===== config.mk =====
export PLATFORM = sky130hd
export DESIGN_NAME = ycrcb_threshold_centroid_flat
export DESIGN_NICKNAME = d
export VERILOG_FILES = /design/src/rtl/ycrcb_threshold_centroid_pkg.sv /design/src/rtl/ycrcb_threshold_centroid_if.sv /design/src/rtl/ycrcb_threshold_centroid_seq_divider.sv /design/src/rtl/ycrcb_threshold_centroid.sv /design/src/flat_wrapper.sv
export SDC_FILE = /design/constraint.sdc
export NUM_CORES = 1
export LEC_CHECK = 0
export BUFFER_PORTS_ARGS = -buffer_cell sky130_fd_sc_hd__buf_2
export CORE_MARGIN = 5
export CORE_UTILIZATION = 62
export DETAILED_ROUTE_END_ITERATION = 8
export GPL_TIMING_DRIVEN = 0
export PLACE_DENSITY = 0.81
export SYNTH_ARGS = -nofsm -noshare
export SYNTH_HDL_FRONTEND = slang
export SYNTH_SLANG_ARGS = --single-unit

===== constraint.sdc =====
create_clock -name clk -period 5.04 [get_ports clk]
set_clock_uncertainty 0.15 [all_clocks]
set_input_delay 0.252 -clock clk [delete_from_list [all_inputs] [get_ports clk]]
set_output_delay 0.252 -clock clk [all_outputs]
set_load 0.01 [all_outputs]

===== src/rtl/ycrcb_threshold_centroid_pkg.sv =====
// Shared types and widths for the YCrCb threshold / centroid block.
package ycrcb_pkg;

  localparam int X_W   = 11;
  localparam int Y_W   = 10;
  localparam int PIX_W = 10;

  typedef enum logic [1:0] {CH_Y, CH_CR, CH_CB, CH_OFF} chan_sel_t;
  typedef enum logic [1:0] {IDLE, DIV_X, DIV_Y, REPORT} centroid_state_t;

  // Inclusive window test: unsigned for luma, two's complement for chroma.
  function automatic logic in_range(input chan_sel_t sel,
                                    input logic [PIX_W-1:0] y, cr, cb, lo, hi);
    case (sel)
      CH_Y:    return (lo <= y) && (y <= hi);
      CH_CR:   return ($signed(lo) <= $signed(cr)) && ($signed(cr) <= $signed(hi));
      CH_CB:   return ($signed(lo) <= $signed(cb)) && ($signed(cb) <= $signed(hi));
      default: return 1'b0;
    endcase
  endfunction

endpackage


===== src/rtl/ycrcb_threshold_centroid_if.sv =====
// Pixel stream, threshold configuration and centroid result bundle.
interface ycrcb_threshold_centroid_if;
  import ycrcb_pkg::*;

  logic             pix_valid;
  logic [X_W-1:0]   hcount;
  logic [Y_W-1:0]   vcount;
  logic [PIX_W-1:0] y;
  logic [PIX_W-1:0] cr;
  logic [PIX_W-1:0] cb;
  chan_sel_t        chan_sel;
  logic [PIX_W-1:0] thr_lo;
  logic [PIX_W-1:0] thr_hi;
  logic             mask;
  logic             mask_valid;
  logic [X_W-1:0]   centroid_x;
  logic [Y_W-1:0]   centroid_y;
  logic             centroid_valid;
  logic             found;
  logic             overrun;

  modport master (
    output pix_valid, hcount, vcount, y, cr, cb, chan_sel, thr_lo, thr_hi,
    input  mask, mask_valid, centroid_x, centroid_y, centroid_valid, found, overrun
  );

  modport slave (
    input  pix_valid, hcount, vcount, y, cr, cb, chan_sel, thr_lo, thr_hi,
    output mask, mask_valid, centroid_x, centroid_y, centroid_valid, found, overrun
  );

endinterface


===== src/rtl/ycrcb_threshold_centroid_seq_divider.sv =====
// Restoring divider, one quotient bit per cycle; done pulses WIDTH+1 cycles after start.
module seq_divider #(
  parameter int WIDTH = 32
) (
  input  logic             clk,
  input  logic             rst,
  input  logic             start,
  input  logic [WIDTH-1:0] dividend,
  input  logic [WIDTH-1:0] divisor,
  output logic [WIDTH-1:0] quotient,
  output logic [WIDTH-1:0] remainder,
  output logic             busy,
  output logic             done
);

  localparam int CW = $clog2(WIDTH + 1);

  logic [WIDTH-1:0] quo_q, rem_q, dsr_q;
  logic [CW-1:0]    cnt_q;
  logic             busy_q, done_q;
  logic [WIDTH:0]   shifted, diff;
  logic             ge;

  assign shifted = {rem_q, quo_q[WIDTH-1]};
  assign diff    = shifted - {1'b0, dsr_q};
  // A zero divisor always compares ge, which yields the all-ones quotient.
  assign ge      = shifted >= {1'b0, dsr_q};

  always_ff @(posedge clk) begin
    if (rst) begin
      quo_q  <= '0;
      rem_q  <= '0;
      dsr_q  <= '0;
      cnt_q  <= '0;
      busy_q <= 1'b0;
      done_q <= 1'b0;
    end else begin
      done_q <= 1'b0;
      if (start) begin
        quo_q  <= dividend;
        rem_q  <= '0;
        dsr_q  <= divisor;
        cnt_q  <= CW'(WIDTH);
        busy_q <= 1'b1;
      end else if (busy_q) begin
        quo_q <= {quo_q[WIDTH-2:0], ge};
        rem_q <= ge ? diff[WIDTH-1:0] : shifted[WIDTH-1:0];
        cnt_q <= cnt_q - CW'(1);
        if (cnt_q == CW'(1)) begin
          busy_q <= 1'b0;
          done_q <= 1'b1;
        end
      end
    end
  end

  assign quotient  = quo_q;
  assign remainder = rem_q;
  assign busy      = busy_q;
  assign done      = done_q;

endmodule


===== src/rtl/ycrcb_threshold_centroid.sv =====
// Channel threshold mask plus per-frame masked-pixel centroid.
//   state  | meaning
//   IDLE   | accumulating, waiting for frame end
//   DIV_X  | dividing sum_x by count
//   DIV_Y  | dividing sum_y by count
//   REPORT | centroid_valid pulse cycle
module ycrcb_threshold_centroid
  import ycrcb_pkg::*;
#(
  parameter int H_ACTIVE = 1024,
  parameter int V_ACTIVE = 768,
  parameter int SUM_W    = 32,
  parameter int CNT_W    = 20,
  parameter int MIN_PIX  = 16
) (
  input logic                        clk,
  input logic                        rst,
  ycrcb_threshold_centroid_if.slave  pix_if
);

  centroid_state_t   state_q;
  logic [SUM_W-1:0]  sum_x_q, sum_y_q, sum_x_d, sum_y_d, snap_y_q;
  logic [CNT_W-1:0]  cnt_q, cnt_d, snap_cnt_q;
  logic [SUM_W:0]    sx_sum, sy_sum;
  logic [CNT_W:0]    cnt_sum;
  logic              mask_comb, hit, frame_end, enough;
  logic              mask_q, mask_valid_q, centroid_valid_q, found_q, overrun_q;
  logic [X_W-1:0]    qx_q, centroid_x_q;
  logic [Y_W-1:0]    centroid_y_q;
  logic              div_start, div_busy, div_done;
  logic [SUM_W-1:0]  div_dividend, div_divisor, div_quo, div_rem;
  logic              unused_div;

  assign mask_comb = in_range(pix_if.chan_sel, pix_if.y, pix_if.cr, pix_if.cb,
                              pix_if.thr_lo, pix_if.thr_hi);
  assign hit       = pix_if.pix_valid && mask_comb;
  assign frame_end = pix_if.pix_valid && (pix_if.hcount == X_W'(H_ACTIVE - 1))
                     && (pix_if.vcount == Y_W'(V_ACTIVE - 1));

  // Saturating accumulate; the _d values include the current pixel and form the snapshot.
  assign sx_sum  = {1'b0, sum_x_q} + (SUM_W+1)'(pix_if.hcount);
  assign sy_sum  = {1'b0, sum_y_q} + (SUM_W+1)'(pix_if.vcount);
  assign cnt_sum = {1'b0, cnt_q} + (CNT_W+1)'(1);
  assign sum_x_d = !hit ? sum_x_q : (sx_sum[SUM_W] ? {SUM_W{1'b1}} : sx_sum[SUM_W-1:0]);
  assign sum_y_d = !hit ? sum_y_q : (sy_sum[SUM_W] ? {SUM_W{1'b1}} : sy_sum[SUM_W-1:0]);
  assign cnt_d   = !hit ? cnt_q : (cnt_sum[CNT_W] ? {CNT_W{1'b1}} : cnt_sum[CNT_W-1:0]);
  assign enough  = cnt_d >= CNT_W'(MIN_PIX);

  always_comb begin
    div_start    = 1'b0;
    div_dividend = sum_x_d;
    div_divisor  = SUM_W'(cnt_d);
    if (state_q == IDLE && frame_end && enough) begin
      div_start = 1'b1;
    end else if (state_q == DIV_X && div_done) begin
      div_start    = 1'b1;
      div_dividend = snap_y_q;
      div_divisor  = SUM_W'(snap_cnt_q);
    end
  end

  seq_divider #(.WIDTH(SUM_W)) u_div (
    .clk       (clk),
    .rst       (rst),
    .start     (div_start),
    .dividend  (div_dividend),
    .divisor   (div_divisor),
    .quotient  (div_quo),
    .remainder (div_rem),
    .busy      (div_busy),
    .done      (div_done)
  );

  assign unused_div = ^{div_rem, div_busy, div_quo[SUM_W-1:X_W]};

  always_ff @(posedge clk) begin
    if (rst) begin
      state_q          <= IDLE;
      sum_x_q          <= '0;
      sum_y_q          <= '0;
      cnt_q            <= '0;
      snap_y_q         <= '0;
      snap_cnt_q       <= '0;
      qx_q             <= '0;
      centroid_x_q     <= '0;
      centroid_y_q     <= '0;
      mask_q           <= 1'b0;
      mask_valid_q     <= 1'b0;
      centroid_valid_q <= 1'b0;
      found_q          <= 1'b0;
      overrun_q        <= 1'b0;
    end else begin
      mask_q           <= mask_comb;
      mask_valid_q     <= pix_if.pix_valid;
      centroid_valid_q <= 1'b0;
      overrun_q        <= frame_end && (state_q != IDLE);
      sum_x_q          <= frame_end ? '0 : sum_x_d;
      sum_y_q          <= frame_end ? '0 : sum_y_d;
      cnt_q            <= frame_end ? '0 : cnt_d;
      case (state_q)
        IDLE: if (frame_end) begin
          if (!enough) begin
            found_q          <= 1'b0;
            centroid_valid_q <= 1'b1;
            state_q          <= REPORT;
          end else begin
            snap_y_q   <= sum_y_d;
            snap_cnt_q <= cnt_d;
            state_q    <= DIV_X;
          end
        end
        DIV_X: if (div_done) begin
          qx_q    <= div_quo[X_W-1:0];
          state_q <= DIV_Y;
        end
        DIV_Y: if (div_done) begin
          centroid_x_q     <= qx_q;
          centroid_y_q     <= div_quo[Y_W-1:0];
          found_q          <= 1'b1;
          centroid_valid_q <= 1'b1;
          state_q          <= REPORT;
        end
        REPORT:  state_q <= IDLE;
        default: state_q <= IDLE;
      endcase
    end
  end

  assign pix_if.mask           = mask_q;
  assign pix_if.mask_valid     = mask_valid_q;
  assign pix_if.centroid_x     = centroid_x_q;
  assign pix_if.centroid_y     = centroid_y_q;
  assign pix_if.centroid_valid = centroid_valid_q;
  assign pix_if.found          = found_q;
  assign pix_if.overrun        = overrun_q;

endmodule


===== src/flat_wrapper.sv =====
// flat-port wrapper written by rule: the top's interface ports become plain ports
module ycrcb_threshold_centroid_flat import ycrcb_pkg::*;
#(
  parameter int H_ACTIVE = 1024,
  parameter int V_ACTIVE = 768,
  parameter int SUM_W    = 32,
  parameter int CNT_W    = 20,
  parameter int MIN_PIX  = 16
)
  (clk, rst, pix_if_pix_valid, pix_if_hcount, pix_if_vcount, pix_if_y, pix_if_cr, pix_if_cb, pix_if_chan_sel, pix_if_thr_lo, pix_if_thr_hi, pix_if_mask, pix_if_mask_valid, pix_if_centroid_x, pix_if_centroid_y, pix_if_centroid_valid, pix_if_found, pix_if_overrun);
  ycrcb_threshold_centroid_if pix_if_i ();
  input logic clk;
  input logic rst;
  input wire logic [$bits(pix_if_i.pix_valid)-1:0] pix_if_pix_valid;
  input wire logic [$bits(pix_if_i.hcount)-1:0] pix_if_hcount;
  input wire logic [$bits(pix_if_i.vcount)-1:0] pix_if_vcount;
  input wire logic [$bits(pix_if_i.y)-1:0] pix_if_y;
  input wire logic [$bits(pix_if_i.cr)-1:0] pix_if_cr;
  input wire logic [$bits(pix_if_i.cb)-1:0] pix_if_cb;
  input wire logic [$bits(pix_if_i.chan_sel)-1:0] pix_if_chan_sel;
  input wire logic [$bits(pix_if_i.thr_lo)-1:0] pix_if_thr_lo;
  input wire logic [$bits(pix_if_i.thr_hi)-1:0] pix_if_thr_hi;
  output wire logic [$bits(pix_if_i.mask)-1:0] pix_if_mask;
  output wire logic [$bits(pix_if_i.mask_valid)-1:0] pix_if_mask_valid;
  output wire logic [$bits(pix_if_i.centroid_x)-1:0] pix_if_centroid_x;
  output wire logic [$bits(pix_if_i.centroid_y)-1:0] pix_if_centroid_y;
  output wire logic [$bits(pix_if_i.centroid_valid)-1:0] pix_if_centroid_valid;
  output wire logic [$bits(pix_if_i.found)-1:0] pix_if_found;
  output wire logic [$bits(pix_if_i.overrun)-1:0] pix_if_overrun;
  assign pix_if_i.pix_valid = pix_if_pix_valid;
  assign pix_if_i.hcount = pix_if_hcount;
  assign pix_if_i.vcount = pix_if_vcount;
  assign pix_if_i.y = pix_if_y;
  assign pix_if_i.cr = pix_if_cr;
  assign pix_if_i.cb = pix_if_cb;
  assign pix_if_i.chan_sel = pix_if_chan_sel;
  assign pix_if_i.thr_lo = pix_if_thr_lo;
  assign pix_if_i.thr_hi = pix_if_thr_hi;
  assign pix_if_mask = pix_if_i.mask;
  assign pix_if_mask_valid = pix_if_i.mask_valid;
  assign pix_if_centroid_x = pix_if_i.centroid_x;
  assign pix_if_centroid_y = pix_if_i.centroid_y;
  assign pix_if_centroid_valid = pix_if_i.centroid_valid;
  assign pix_if_found = pix_if_i.found;
  assign pix_if_overrun = pix_if_i.overrun;
  ycrcb_threshold_centroid #(.H_ACTIVE(H_ACTIVE), .V_ACTIVE(V_ACTIVE), .SUM_W(SUM_W), .CNT_W(CNT_W), .MIN_PIX(MIN_PIX)) u_core (.clk(clk), .rst(rst), .pix_if(pix_if_i));
endmodule

-- After elaboration in Yosys (flattened, before gate mapping)
Index checks and enable logic that the tools add are counted.
- bits of input ports: 76
- word-level logic and storage cells: 105
- output and inout port bits: 26
- bits in registers: 279
- equal/unequal tests: 12
- reductions and logical operators: 23
- multiplexer cells: 35
- bitwise logic cells: 1
- magnitude comparators: 8
- add/sub/neg operators: 5
- operators with widths (cell ; number):
    32-bit two-way mux ; 10
    10-bit <= comparator ; 6
    20-bit two-way mux ; 3
    32-bit by 10-bit adder with 33-bit output ; 1
    32-bit by 11-bit adder with 33-bit output ; 1
    33-bit by 32-bit greater-or-equal comparator with 1-bit output ; 1
    32-bit subtractor ; 1
    20-bit by 1-bit adder with 21-bit output (second input constant) ; 1
    20-bit by 5-bit greater-or-equal comparator with 1-bit output (second input constant) ; 1
    1-bit two-way mux ; 12
    6-bit two-way mux ; 2
    11-bit by 10-bit == test with 1-bit output (second input constant) ; 1
    10-bit == test (second input constant) ; 1
    1-bit logical AND ; 10
    2-bit two-way mux ; 4
    2-bit case mux with 4 select lines ; 1
    2-bit == test (second input constant) ; 3
    6-bit by 1-bit == test with 1-bit output (second input constant) ; 1
    2-bit inequality test (second input constant) ; 3
    3-bit AND reduction ; 2
    2-bit nonzero test ; 3
    6-bit by 1-bit subtractor with 6-bit output (second input constant) ; 1
    2-bit by 1-bit == test with 1-bit output (second input constant) ; 2
    2-bit zero test ; 2
    other kinds (8) ; 11

-- Longest topological paths before layout
- word-level depth: 9
- depth in mapped cells: 17
- mapped depth without buffers: 14

-- Cells and area by module
Synthesis repeated with hierarchy kept, for this count alone.
- cells, all modules: 2139
- area total of the unflattened synthesis: 17515.5 sq um
- modules (own cells, without submodules) (module ; times used ; cells each ; seq. area each (sq um) ; area an instance (sq um)):
    ycrcb_threshold_centroid ; 1 ; 1348 ; 3503.4 ; 11178.2
    seq_divider ; 1 ; 791 ; 2082.0 ; 6337.3

-- Worst setup path before layout
OpenSTA, ideal clock, no wires.
- path kind: input to register
- from: input port pix_if_cb[7]
- to: register u_core.u_div.rem_q[21] (netlist: u_core.u_div.remainder[21])
- required time: 4.811 ns
- setup slack: 0.893 ns
- arrival time: 3.918 ns
- setup time: 0.079 ns
- buffers on the path: 3
- stages on the path: 16
- cells stage by stage: inv_1 -> ha_1 -> a21o_1 -> a2111oi_4 -> o2111ai_1 -> a311o_1 -> o22ai_2 -> buf_6 -> o21ai_4 -> or3b_1 -> a2111o_1 -> o21a_1 -> or4_1 -> buf_2 -> buf_6 -> a211oi_2
- longest elaborated chain between the ends: 9
- elaborated cells between the ends (all ways): 10
- those cells by class: 3 x order compare; 3 x mux; 4 x reduce/logical
- ends and longest elaborated chain (item ; RTL line ; source):
    start: declaration ; flat_wrapper.sv:19 ; input wire logic [$bits(pix_if_i.cb)-1:0] pix_if_cb;
    10-bit <= comparator ; ycrcb_threshold_centroid_pkg.sv:17 ; CH_CB: return ($signed(lo) <= $signed(cb)) && ($signed(cb) <= $signed(hi));
    1-bit logical AND * ; ycrcb_threshold_centroid_pkg.sv:17 ;
    1-bit case mux with 3 select lines * ; ycrcb_threshold_centroid_pkg.sv:14 ; case (sel)
    1-bit logical AND * ; ycrcb_threshold_centroid.sv:36 ; assign hit = pix_if.pix_valid && mask_comb;
    20-bit two-way mux * ; ycrcb_threshold_centroid.sv:46 ; assign cnt_d = !hit ? cnt_q : (cnt_sum[CNT_W] ? {CNT_W{1'b1}} : cnt_sum[CNT_W-1:0]);
    20-bit by 5-bit greater-or-equal comparator with 1-bit output * ; ycrcb_threshold_centroid.sv:47 ; assign enough = cnt_d >= CNT_W'(MIN_PIX);
    1-bit logical AND * ; ycrcb_threshold_centroid.sv:53 ; if (state_q == IDLE && frame_end && enough) begin
    1-bit two-way mux * ; ycrcb_threshold_centroid.sv:53 ;
    2-bit OR reduction (no line) * ; -- ;
    end signal: assignment ; ycrcb_threshold_centroid_seq_divider.sv:47 ; rem_q <= ge ? diff[WIDTH-1:0] : shifted[WIDTH-1:0];
    end: declaration ; ycrcb_threshold_centroid_seq_divider.sv:18 ; logic [WIDTH-1:0] quo_q, rem_q, dsr_q;
Every way passes the cells marked *; elsewhere a longest branch is shown, timed or not.
A chain may end at the register's enable or synchronous reset.

-- Final worst setup path
- from: input port pix_if_thr_lo[7]
- to: register u_core.u_div.dsr_q[10]
- longest elaborated chain between the ends: 8
- elaborated cells between the ends (all ways): 14
- those cells by class: 4 x order compare; 5 x mux; 5 x reduce/logical
- ends and longest elaborated chain (item ; RTL line ; source):
    start: declaration ; flat_wrapper.sv:21 ; input wire logic [$bits(pix_if_i.thr_lo)-1:0] pix_if_thr_lo;
    10-bit <= comparator, on equally long branches ; ycrcb_threshold_centroid_pkg.sv:17, ycrcb_threshold_centroid_pkg.sv:15, ycrcb_threshold_centroid_pkg.sv:16 ;
    1-bit logical AND, on equally long branches ; ycrcb_threshold_centroid_pkg.sv:17, ycrcb_threshold_centroid_pkg.sv:15, ycrcb_threshold_centroid_pkg.sv:16 ;
    1-bit case mux with 3 select lines * ; ycrcb_threshold_centroid_pkg.sv:14 ;
    1-bit logical AND * ; ycrcb_threshold_centroid.sv:36 ;
    20-bit two-way mux * ; ycrcb_threshold_centroid.sv:46 ;
    20-bit by 5-bit greater-or-equal comparator with 1-bit output ; ycrcb_threshold_centroid.sv:47 ;
    1-bit logical AND ; ycrcb_threshold_centroid.sv:53 ;
    32-bit two-way mux / 1-bit two-way mux (equally long branches) ; ycrcb_threshold_centroid.sv:53 ;
    end signal: assignment ; ycrcb_threshold_centroid_seq_divider.sv:42 ; dsr_q <= divisor;
    end: declaration ; ycrcb_threshold_centroid_seq_divider.sv:18 ;
Marked as above.

==> results.txt <==
Timing would allow up to 209 MHz. The count of antenna-violating nets left after detailed routing is 0. The final count of negative-setup-slack endpoints is 0. The tree is rooted in a clkbuf_16. For this block, the via count after detailed routing is 15,500.

The share of synthesized area occupied by flip-flops and latches came out at 33.9%. The die outline width is 169 um. Setup repair after global routing left no endpoint under its margin. For this block, the initial DRC count from the detailed router was 1,547. The startpoint of the worst-slack reg-to-reg timing path is u_core.cnt_q[3]. The static power due to leakage came out at 6.69 nW. Clock-pin slew was measured on the worst setup and hold paths at 0.06 ns. The number of antenna violations at the first check in global routing came out at 0. The worst register-to-register path ends at u_core.u_div.quotient[21].

The average wire length per cell after detail routing came out at 18.9 um. The net count of the mapped netlist came out at 2,186. The floorplan step defined a die boundary enclosing 28,700 um^2. The wire length of the first global-routing pass is 74.7 mm. The average vias per placed instance is 6.25. The required time of the critical path came out at 5.35 ns. The pin count of the biggest net entering global routing is 16. The synthesized area per cell came out at 7.88 um^2. The placer's final routability congestion estimate came out at 1.01. The count of antenna diodes in the layout is 0.

The overall power of the completed layout came out at 0.00479 W. The ratio of cells with drive above 1 in the final layout came out at 9.87%. The number of pins exceeding their max-slew limit in the final report came out at 0. The length of the first detailed-routing pass in iterations is 8. Across all hold checks on the routed design, the worst slack comes to 0.000929 ns. The number of CTS-inserted buffers is 29. The number of global-route vias before repair is 14,800. The number of register bits inferred by synthesis came out at 267. The post-synthesis instance area came out at 15,800 um^2. For this block, the routed nets add up to 47.0 mm of wire. Counting flops with a built-in enable in the synthesized netlist gives 0.

For this run, the number of standard cells in the final layout without fillers is 2,479. The commonest register cell after synthesis is dfxtp_1. After synthesis, the largest area contributor takes up 33.9% of total cell area.

Measured against its own limit, the worst slew margin works out to 35.5%. Fill cells in the final layout number 2,095. The layout net count is 2,318. dfxtp_1 takes more of the synthesized area than any other cell. The CTS tree is yes. The cell count of the worst reg-to-reg path is 13.

The worst path in the final design needs a cycle of 4.78 ns, including I/O delays and setup. The worst setup path is captured at a flip-flop. The transition time of the tightest slew-check pin came out at 0.966 ns. Following the worst setup path forward leads to its endpoint at u_core.u_div.dsr_q[10]. The power density over cell area is 272 nW/um^2. The arrival time of data at the critical path endpoint is 5.09 ns.

The clock tree buffer depth is 3. The proportion of synthesized flip-flops having asynchronous set or reset is 0%. The critical path starts at pix_if_thr_lo[7]. The height of the die came out at 169 um. After synthesis, the cell types taking the most area are dfxtp_1 (34%), ha_1 (8.5%), a21oi_1 (6.3%), nand2_1 (4.8%), nor2_1 (4.3%). STA classifies the critical path startpoint as an input pin. Of all nets on the critical path, the largest fanout is 10. The worst hold path belongs to the class in -> reg. The global route total overflow is 0. The run finished with clean final reports. Row generation in the floorplan step produced 58 rows. For this configuration, the core starts out at a cell density of 62.7%.

The number of levels the H-tree was split into is 1. The worst-skew pair later-pin latency is 0.56 ns. The clock sink count is 267.

The post-synthesis instance total came out at 2,000. The number of hold violations in the final report came out at 0. The floorplan step defined a core boundary enclosing 25,100 um^2.

The total track usage is 31.7%. The count of buffers added on input and output ports is 100. The maximum vdd ir drop came out at 0.000316 V.

The max-cap check violation count came out at 0. The reg2reg setup slack came out at 0.49 ns. The number of library cell types mapped by synthesis came out at 74. The post-CTS setup buffer count came out at 0. The detailed placer's ending HPWL came out at 35.9 mm. The layout-stage area growth over the synthesis result is 12.1%. The synthesis warning total came out at 0. The total I/O pin count is 102.

The category of the critical setup timing path is in -> reg. The placed cell count is 2,430. The aggregate negative setup slack came out at 0 ns.

After detailed routing, the number of remaining DRC violations is 0. The part of the cycle the worst path needs is 94.8%.
-- metal layers --
| metal | track usage [%] | wire (um) | vias to the layer above |
|---|---|---|---|
| met2 | 52.6 | 21500 | 722 |
| met4 | 18.1 | 3220 | 0 |
| met3 | 4.57 | 3540 | 185 |
| met1 | 39.4 | 18700 | 7201 |
| li1 | - | - | 7380 |
| met5 | 0 | 0 | - |
-- area by class of cell --
type,instances,area [um^2],area share [%]
Tap cell,330,413,2.34
Clock inverter,8,113,0.638
Sequential cell,267,5350,30.3
Timing Repair Buffer,101,510,2.89
Buffer,117,465,2.64
Multi-Input combinational cell,1513,9570,54.2
Inverter,103,387,2.19
Clock buffer,40,847,4.80
-- through the flow --
step                      utilization, %  area [um^2]  setup WS [ns]
after floorplan                        -        15800          0.893
after global placement              66.4        16700         -0.225
after detailed placement            66.4        16700         -0.277
after CTS                           70.3        17600          0.244
after global routing                70.3        17700          0.114
final                               70.3        17700          0.263
-- repair_timing --
| action | 4_1_cts | 5_1_grt |
|---|---|---|
| resized for setup | 0 | 5 |
| endpoints found under the setup margin | 0 | 10 |
| hold endpoints to repair | 1 | 0 |
| hold buffers | 1 | 0 |
-- critical path, stage by stage --
cell and delay (ns):
buf_2 0.13, ha_1 0.31, a21o_1 0.21, a2111oi_4 0.42, o2111ai_1 0.19, a311o_1 0.36, o22ai_2 0.32, buf_6 0.23
o2111ai_1 0.15, mux2i_2 0.28, and3_1 0.23, buf_2 0.15, nor3_1 0.52, clkbuf_1 0.48, clkbuf_1 0.41, o21ai_0 0.25
a21oi_1 0.18
-- synth_stat cells, drive strengths merged (13+ instances only) --
master  instances
a211oi         47
a21o           18
a21oi         199
a31oi          28
and3           26
buf            15
clkbuf        102
dfxtp         267
ha            107
inv           103
mux2           26
mux2i          53
nand2         200
nand2b         17
nand3         115
nand4          26
nor2          182
nor2b          39
nor3           43
nor4           14
o211ai         20
o21ai         129
or3            13
xnor2          46
xor2           26
-- cells in the final DEF, fill, tap and decap left out, types with 20 or more instances in the layout --
cell type  Yosys  routed
and3_1        26      26
clkbuf_16      0      29
nor3_1        43      43
dfxtp_1      267     267
mux2_2        26      26
nand2_1      200     200
o21ai_0      125     125
xnor2_1       46      46
buf_2          8     108
xor2_1        26      26
o211ai_1      20      20
clkbuf_1     102     104
nand3_1      115     115
a31oi_1       28      28
ha_1         107     107
nand4_1       26      26
nor2b_1       39      39
nor2_1       181     181
mux2i_1       53      50
inv_1        103     103
a211oi_1      37      37
a21oi_1      199     199
-- how the worst min path moves through the flow --
stage / startpoint / end / cells after the start
6_report: pix_if_vcount[0] / u_core.sum_y_q[0] / 4
5_1_grt: pix_if_vcount[0] / u_core.sum_y_q[0] / 4
4_1_cts: pix_if_vcount[0] / u_core.sum_y_q[0] / 4
3_5_place_dp: u_core.qx_q[9] / u_core.qx_q[9] / 2
3_3_place_gp: u_core.pix_if.centroid_x[9] / u_core.pix_if.centroid_x[9] / 2
2_1_floorplan: pix_if_pix_valid / u_core.pix_if.mask_valid / 1
-- logic make-up after synthesis --
| group | Yosys count | share of synthesized area (%) |
|---|---|---|
| compound gates | 525 | 20.5 |
| flops | 267 | 33.9 |
| mux | 79 | 5.23 |
| xor+xnor | 72 | 4.00 |
| fa+ha+maj | 110 | 8.88 |
| buf+inv | 220 | 5.40 |
| simple gates | 727 | 22.0 |
-- registers in the layout, summed over array words and instances, names as in the netlist, 2 cells and up --
| name | flops |
|---|---|
| u_core.state_q | 2 |
| u_core.snap_cnt_q | 20 |
| u_core.sum_x_q | 32 |
| u_core.sum_y_q | 32 |
| u_core.u_div.remainder | 32 |
| u_core.cnt_q | 20 |
| u_core.u_div.dsr_q | 20 |
| u_core.snap_y_q | 32 |
| u_core.pix_if.centroid_y | 10 |
| u_core.u_div.cnt_q | 6 |
| u_core.u_div.quotient | 32 |
| u_core.qx_q | 11 |
| u_core.pix_if.centroid_x | 11 |
-- report_power, final --
| part | switching, W | internal (W) |
|---|---|---|
| clock network | 0.000876 | 0.00127 |
| logic | 0.000312 | 0.000185 |
| registers | 0.0000167 | 0.00213 |
| total | 0.00120 | 0.00359 |
No activity file was read; power rests on OpenSTA's default activity.
